File: config.mk
export PLATFORM = sky130hd
export DESIGN_NAME = sparse_index_value_joiner
export DESIGN_NICKNAME = d
export VERILOG_FILES = /design/src/rtl/sparse_index_value_joiner.sv
export SDC_FILE = /design/constraint.sdc
export NUM_CORES = 2
export LEC_CHECK = 0
export ABC_AREA = 1
export CAP_MARGIN = 20
export CORE_MARGIN = 3
export CORE_UTILIZATION = 40
export CTS_CLUSTER_DIAMETER = 200
export DETAILED_ROUTE_END_ITERATION = 7
export PLACE_DENSITY = 0.62
export SETUP_SLACK_MARGIN = 0.02
export SLEW_MARGIN = 20
export SYNTH_ARGS = -nofsm -noshare
export SYNTH_HDL_FRONTEND = slang
export SYNTH_SLANG_ARGS = --single-unit
File: constraint.sdc
create_clock -name i_clk -period 11.55 [get_ports i_clk]
set_clock_uncertainty 0.05 [all_clocks]
set_input_delay 1.155 -clock i_clk [delete_from_list [all_inputs] [get_ports i_clk]]
set_output_delay 1.155 -clock i_clk [all_outputs]
set_load 0.01 [all_outputs]
File: src/rtl/sparse_index_value_joiner.sv
// Joins the decoder's independent index and value streams into (row, col, value) triples.
// Define SPARSE_JOINER_ROW_END_EN to add the row-end lookahead register.

module sparse_index_value_joiner_fifo #(
  parameter int unsigned W     = 64,
  parameter int unsigned DEPTH = 16,
  parameter int unsigned SLACK = 4
) (
  input  logic         i_clk,
  input  logic         i_rst,
  input  logic         i_flush,
  input  logic         i_push,
  input  logic [W-1:0] i_data,
  input  logic         i_pop,
  output logic [W-1:0] o_data_c,
  output logic         o_empty_c,
  output logic         o_almost_full_c,
  output logic         o_drop_c
);
  localparam int unsigned AW = (DEPTH > 1) ? $clog2(DEPTH) : 1;
  localparam int unsigned CW = AW + 1;

  logic [W-1:0]  r_mem [DEPTH];
  logic [AW-1:0] r_wr_ptr;
  logic [AW-1:0] r_rd_ptr;
  logic [CW-1:0] r_count;
  logic          w_full;
  logic          w_wr;
  logic          w_rd;

  // A push into a full FIFO is refused even when a pop frees a slot that cycle.
  assign w_full          = (r_count == CW'(DEPTH));
  assign w_wr            = i_push && !w_full;
  assign w_rd            = i_pop && !o_empty_c;
  assign o_empty_c       = (r_count == '0);
  assign o_almost_full_c = (r_count >= CW'(DEPTH - SLACK));
  assign o_drop_c        = i_push && w_full;
  assign o_data_c        = r_mem[r_rd_ptr];

  always_ff @(posedge i_clk) begin
    if (w_wr && !i_flush) r_mem[r_wr_ptr] <= i_data;
  end

  always_ff @(posedge i_clk or posedge i_rst) begin
    if (i_rst) begin
      r_wr_ptr <= '0;
      r_rd_ptr <= '0;
      r_count  <= '0;
    end else if (i_flush) begin
      r_wr_ptr <= '0;
      r_rd_ptr <= '0;
      r_count  <= '0;
    end else begin
      if (w_wr) r_wr_ptr <= r_wr_ptr + AW'(1);
      if (w_rd) r_rd_ptr <= r_rd_ptr + AW'(1);
      r_count <= r_count + CW'(w_wr) - CW'(w_rd);
    end
  end
endmodule

module sparse_index_value_joiner #(
  parameter int unsigned FIFO_DEPTH  = 16,
  parameter int unsigned STALL_SLACK = 4
) (
  input  logic        i_clk,
  input  logic        i_rst,
  input  logic        i_start,
  input  logic [63:0] i_nnz,
  input  logic        i_push_index,
  input  logic [31:0] i_row,
  input  logic [31:0] i_col,
  output logic        o_stall_index,
  input  logic        i_push_val,
  input  logic [63:0] i_val,
  output logic        o_stall_val,
  output logic        o_push_out,
  output logic [31:0] o_out_row,
  output logic [31:0] o_out_col,
  output logic [63:0] o_out_val,
  output logic        o_out_row_end,
  input  logic        i_stall_out,
  output logic        o_busy,
  output logic [63:0] o_count,
  output logic        o_overflow
);
  localparam int unsigned RW   = 32;
  localparam int unsigned IW   = 2 * RW;
  localparam int unsigned VW   = 64;
  localparam int unsigned CNTW = 64;

  typedef enum logic {S_IDLE, S_RUN} state_t;

  state_t          r_state;
  state_t          w_state_nxt;
  logic [CNTW-1:0] r_nnz;
  logic [CNTW-1:0] r_issued;
  logic [CNTW-1:0] r_count;
  logic            r_push_out;
  logic [RW-1:0]   r_out_row;
  logic [RW-1:0]   r_out_col;
  logic [VW-1:0]   r_out_val;
  logic            r_overflow;

  logic [IW-1:0]   w_idx_data;
  logic [RW-1:0]   w_idx_row;
  logic [RW-1:0]   w_idx_col;
  logic [VW-1:0]   w_val_data;
  logic            w_idx_empty;
  logic            w_val_empty;
  logic            w_idx_drop;
  logic            w_val_drop;
  logic            w_pop;
  logic            w_emit;
  logic            w_last;
  logic            w_more;
  logic [RW-1:0]   w_emit_row;
  logic [RW-1:0]   w_emit_col;
  logic [VW-1:0]   w_emit_val;

  sparse_index_value_joiner_fifo #(
    .W(IW), .DEPTH(FIFO_DEPTH), .SLACK(STALL_SLACK)
  ) u_idx_fifo (
    .i_clk           (i_clk),
    .i_rst           (i_rst),
    .i_flush         (i_start),
    .i_push          (i_push_index),
    .i_data          ({i_row, i_col}),
    .i_pop           (w_pop),
    .o_data_c        (w_idx_data),
    .o_empty_c       (w_idx_empty),
    .o_almost_full_c (o_stall_index),
    .o_drop_c        (w_idx_drop)
  );

  sparse_index_value_joiner_fifo #(
    .W(VW), .DEPTH(FIFO_DEPTH), .SLACK(STALL_SLACK)
  ) u_val_fifo (
    .i_clk           (i_clk),
    .i_rst           (i_rst),
    .i_flush         (i_start),
    .i_push          (i_push_val),
    .i_data          (i_val),
    .i_pop           (w_pop),
    .o_data_c        (w_val_data),
    .o_empty_c       (w_val_empty),
    .o_almost_full_c (o_stall_val),
    .o_drop_c        (w_val_drop)
  );

  assign w_idx_row = w_idx_data[IW-1:RW];
  assign w_idx_col = w_idx_data[RW-1:0];
  assign w_more    = (r_issued < r_nnz);

`ifdef SPARSE_JOINER_ROW_END_EN
  logic            r_hold_valid;
  logic [RW-1:0]   r_hold_row;
  logic [RW-1:0]   r_hold_col;
  logic [VW-1:0]   r_hold_val;
  logic            r_out_row_end;
  logic            w_emit_row_end;
`endif

  always_ff @(posedge i_clk or posedge i_rst) begin
    if (i_rst) r_state <= S_IDLE;
    else       r_state <= w_state_nxt;
  end

  // Next state, pop/emit decisions and the triple to register this cycle.
  always_comb begin
    w_state_nxt = r_state;
    w_pop       = 1'b0;
    w_emit      = 1'b0;
    w_last      = 1'b0;
    w_emit_row  = w_idx_row;
    w_emit_col  = w_idx_col;
    w_emit_val  = w_val_data;
`ifdef SPARSE_JOINER_ROW_END_EN
    w_emit_row_end = 1'b0;
`endif
    if (i_start) begin
      w_state_nxt = (i_nnz != '0) ? S_RUN : S_IDLE;
    end else if (r_state == S_RUN) begin
`ifdef SPARSE_JOINER_ROW_END_EN
      // The held triple leaves when its successor is popped, or alone once nnz are popped.
      if (!w_idx_empty && !w_val_empty && w_more && !i_stall_out) begin
        w_pop = 1'b1;
        if (r_hold_valid) begin
          w_emit         = 1'b1;
          w_emit_row     = r_hold_row;
          w_emit_col     = r_hold_col;
          w_emit_val     = r_hold_val;
          w_emit_row_end = (r_hold_row != w_idx_row);
        end
      end else if (r_hold_valid && !w_more && !i_stall_out) begin
        w_emit         = 1'b1;
        w_emit_row     = r_hold_row;
        w_emit_col     = r_hold_col;
        w_emit_val     = r_hold_val;
        w_emit_row_end = 1'b1;
      end
`else
      if (!w_idx_empty && !w_val_empty && w_more && !i_stall_out) begin
        w_pop  = 1'b1;
        w_emit = 1'b1;
      end
`endif
      if (w_emit && ((r_count + CNTW'(1)) == r_nnz)) begin
        w_last      = 1'b1;
        w_state_nxt = S_IDLE;
      end
    end
  end

  always_ff @(posedge i_clk or posedge i_rst) begin
    if (i_rst) begin
      r_nnz      <= '0;
      r_issued   <= '0;
      r_count    <= '0;
      r_push_out <= 1'b0;
      r_out_row  <= '0;
      r_out_col  <= '0;
      r_out_val  <= '0;
      r_overflow <= 1'b0;
    end else begin
      r_push_out <= w_emit;
      if (i_start) begin
        r_nnz      <= i_nnz;
        r_issued   <= '0;
        r_count    <= '0;
        r_overflow <= 1'b0;
      end else begin
        if (w_pop)                    r_issued   <= r_issued + CNTW'(1);
        if (w_idx_drop || w_val_drop) r_overflow <= 1'b1;
        if (w_emit) begin
          r_count   <= r_count + CNTW'(1);
          r_out_row <= w_emit_row;
          r_out_col <= w_emit_col;
          r_out_val <= w_emit_val;
        end
      end
    end
  end

`ifdef SPARSE_JOINER_ROW_END_EN
  // Lookahead register; a new start discards whatever it holds.
  always_ff @(posedge i_clk or posedge i_rst) begin
    if (i_rst) begin
      r_hold_valid  <= 1'b0;
      r_hold_row    <= '0;
      r_hold_col    <= '0;
      r_hold_val    <= '0;
      r_out_row_end <= 1'b0;
    end else begin
      if (i_start) begin
        r_hold_valid <= 1'b0;
      end else if (w_pop) begin
        r_hold_valid <= 1'b1;
        r_hold_row   <= w_idx_row;
        r_hold_col   <= w_idx_col;
        r_hold_val   <= w_val_data;
      end else if (w_emit) begin
        r_hold_valid <= 1'b0;
      end
      if (w_emit && !i_start) r_out_row_end <= w_emit_row_end;
    end
  end

  assign o_out_row_end = r_out_row_end;
`else
  assign o_out_row_end = 1'b0;
`endif

  assign o_push_out = r_push_out;
  assign o_out_row  = r_out_row;
  assign o_out_col  = r_out_col;
  assign o_out_val  = r_out_val;
  assign o_busy     = (r_state == S_RUN);
  assign o_count    = r_count;
  assign o_overflow = r_overflow;
endmodule

==> flow_metrics.py <==
metrics = {
    "die": {
        "core_um2": 246000,
        "die_h_um": 504,
        "rows": 182,
        "chipWidth_um": 504,
        "start_util_pct": 40.3,
        "ios": 396,
        "dieArea_um2": 254000,
    },
    "placed_design": {
        "place_inst": 11804,
        "place.gp.congestion": 0.948,
        "dpl.hpwl_um": 154000,
        "port_buffers": 394,
    },
    "global_route": {
        "gr-total-overflow": 0,
        "grt_pass1_wl_um": 420000,
        "grt_util_all_layers_pct": 21.4,
        "grt-busiest-layer": "met2",
        "antenna_found_initial": 32,
        "grt_use_met2_pct": 33.8,
        "grt_max_degree": 239,
        "grtUsageMet1_pct": 30.0,
        "grt_pass1_vias": 66362,
        "grt_use_met3_pct": 3.79,
    },
    "min_path": {
        "hp-class": "flip-flop to flip-flop",
        "hold_start": "o_out_val[14]",
        "holdPathStages": 2,
    },
    "timing": {
        "final-hold-violation-count": 0,
        "maxSlewViolCount": 0,
        "fmax_ghz": 0.233,
        "finalCriticalPeriod_ps": 4290,
        "setup_viol": 0,
        "max-slew-margin-rel_pct": 19.5,
        "fin_crit_sh_pct": 37.1,
        "grt_setup_unrepaired": "false",
        "worst_pin_slew_ps": 1210,
        "whs_ps": 430,
        "setup-tns-final_ps": 0,
    },
    "logic_synthesis": {
        "yosysMostFrequentCell": "edfxtp_1",
        "syn_nets": 8811,
        "ys_ff_latch": 2397,
        "syn-cell-area_um2": 99300,
        "synth_area_leaders": "edfxtp_1 (62%), dfrtp_1 (8.8%), o21ai_0 (7.5%)",
        "synth_common_cells": "edfxtp_1 (2048), o21ai_0 (1495), nor2_1 (1369), nand2_1 (1173), clkbuf_1 (430)",
        "syn_inst": 8520,
        "yosysTopAreaCellShare_pct": 61.9,
        "yosys.area.top_type": "edfxtp_1",
        "synth-edff-count": 2048,
        "syn_avg_cell_area_um2": 11.7,
        "async_reset_ff_share_pct": 14.6,
        "yosysWarnings": 0,
        "ys_seq_area_share_pct": 70.7,
        "synth-main-ff-cell": "edfxtp_1",
        "synth_cell_types": 47,
    },
    "setup_path": {
        "cp.arrival_ps": 5060,
        "crit_path_start_kind": "flip-flop",
        "crit_slowest_cell": "buf_4",
        "rr_startpoint": "u_val_fifo.r_rd_ptr[1]",
        "r2r_slack_ps": 7260,
        "cpMostUsedCell": "o21ai_0",
        "critPathRequiredTime_ps": 12320,
        "slowest_delay_ps": 850,
        "timing.critical_path.to_type": "flip-flop",
        "reg2reg_depth": 9,
        "crit_path_end": "o_out_val[9]",
        "critPathMaxFanout": 112,
        "r2r-end": "o_out_val[9]",
        "critPathKind": "flip-flop to flip-flop",
        "cp_cell_sequence": "inv_6, buf_4, buf_4, o21ai_0, o221ai_1, o21ai_0, nand2_1, nand2_1, o21ai_0",
        "startpoint": "u_val_fifo.r_rd_ptr[1]",
    },
    "routing": {
        "drt-total-wl_um": 280000,
        "antenna_left": 0,
        "drtIter0Drc": 7200,
        "dr.pass1.iters": 6,
        "vias": 68722,
        "routedWlPerCell_um": 22.8,
        "drc_errors": 0,
        "via_per_inst": 5.59,
    },
    "clocking": {
        "cts_resized": 0,
        "clockBufferDepth": 4,
        "clk_pin_slew_worst_paths_ps": 60,
        "clock_latency_ps": 910,
        "cts-root-buf": "clkbuf_16",
        "clock_sinks": 2397,
        "htreeDepth": 5,
        "tritoncts": "done",
        "post_cts_buffers": 0,
        "cts_buffers": 275,
        "ctsHoldBuffers": 0,
    },
    "pwr": {
        "p_per_area_nw_per_um2": 195,
        "ir_worst_vdd_uv": 160,
        "cellLeakagePower_nw": 39.7,
        "power_mw": 22.4,
    },
    "run": {
        "drv_cap": 0,
    },
    "final_layout": {
        "final_nets": 9062,
        "final_cell_count_no_fill": 12300,
        "utilization_pct": 46.8,
        "drive_gt1_share_pct": 6.14,
        "nFillCells": 21911,
        "regArea_um2": 70300,
        "area_growth_pct": 16.0,
        "multi_input_area_um2": 26300,
    },
    "outcome": {
        "status": "completed",
    },
}
## final cells by class
class | count | area share (%)
Clock buffer | 381 | 6.62
Antenna cell | 19 | 0.0413
Timing Repair Buffer | 488 | 4.16
Tap cell | 3312 | 3.60
Clock inverter | 94 | 0.854
Sequential cell | 2397 | 61.0
Inverter | 274 | 0.935
Multi-Input combinational cell | 5335 | 22.8
## kinds of logic (layout without fill, tap and decap cells)
group | Yosys count | after routing | share of synthesized area (%)
AOI/OAI and AO/OA | 2159 | 2159 | 12.2
and+or+nand+nor | 3016 | 3016 | 12.2
DFF | 2397 | 2397 | 70.7
adders and majority gates | 93 | 93 | 1.19
xor gates and xnor gates | 66 | 66 | 0.596
buffers and inverters | 788 | 1237 | 3.05
other | 1 | 20 | 0.00378
## through the flow
step	setup WS (ps)	instance area, µm²
3_3_place_gp	6750	106000
5_1_grt	6910	115000
2_1_floorplan	667	99300
3_5_place_dp	6690	106000
4_1_cts	7220	115000
6_report	7260	115000
## registers in the layout, indices dropped and copies added, names as in the netlist
name                 cells
u_val_fifo.r_wr_ptr      4
u_val_fifo.r_count       5
u_val_fifo.r_mem      1024
o_count                 64
o_busy                   1
o_out_val               64
u_idx_fifo.r_wr_ptr      4
u_idx_fifo.r_mem      1024
u_idx_fifo.r_rd_ptr      4
u_val_fifo.r_rd_ptr      4
r_issued                64
o_out_row               32
o_out_col               32
u_idx_fifo.r_count       5
r_nnz                   64
o_push_out               1
o_overflow               1
## worst max-delay path, delay by kind of cell (launching register included)
family	cells	cell delay (ps)
flops	1	710
simple gates	2	220
buf+inv	3	2360
compound gates	4	770
## per-layer routing
layer / share of wire, % / routed length [µm]
met5: 0.056 / 157
met4: 2.8 / 7960
met3: 7.4 / 20700
met2: 46 / 130000
met1: 43 / 121000
## worst min path at each step
stage / to / slack (ps)
2_1_floorplan: r_issued[62] / 450
3_3_place_gp: o_out_val[31] / 420
3_5_place_dp: o_out_row[6] / 420
4_1_cts: o_out_row[6] / 430
5_1_grt: o_out_row[6] / 450
6_report: o_out_val[14] / 430
## power by group
group	switching [mW]	leakage (nW)	internal, mW	total (mW)
clock network	3.36	4.17	5.01	8.36
logic	2.65	12.5	1.34	3.99
registers	0.305	23.0	9.78	10.1
total	6.32	39.7	16.1	22.4
## layout by cell type (no fill, tap or decap), types with 24 or more instances in the layout
cell             synthesis  final
a21oi_1                 80     80
a32o_1                  42     42
buf_4                    4     82
clkbuf_1               430     77
clkbuf_16                0    280
clkbuf_8                 0     24
clkdlybuf4s50_1          0    393
clkinv_1                 0     25
clkinv_2                 0     27
dfrtp_1                349    341
edfxtp_1              2048   2048
ha_1                    91     91
inv_1                  267    261
nand2_1               1173   1173
nand3_1                311    310
nand4_1                 59     59
nor2_1                1369   1344
nor2_4                   9     34
nor3_1                  41     33
nor4_1                  27     27
o21ai_0               1495   1495
o221ai_1               152    152
o22ai_1                341    341
xor2_1                  58     58
(Power assumes the default switching activity.)
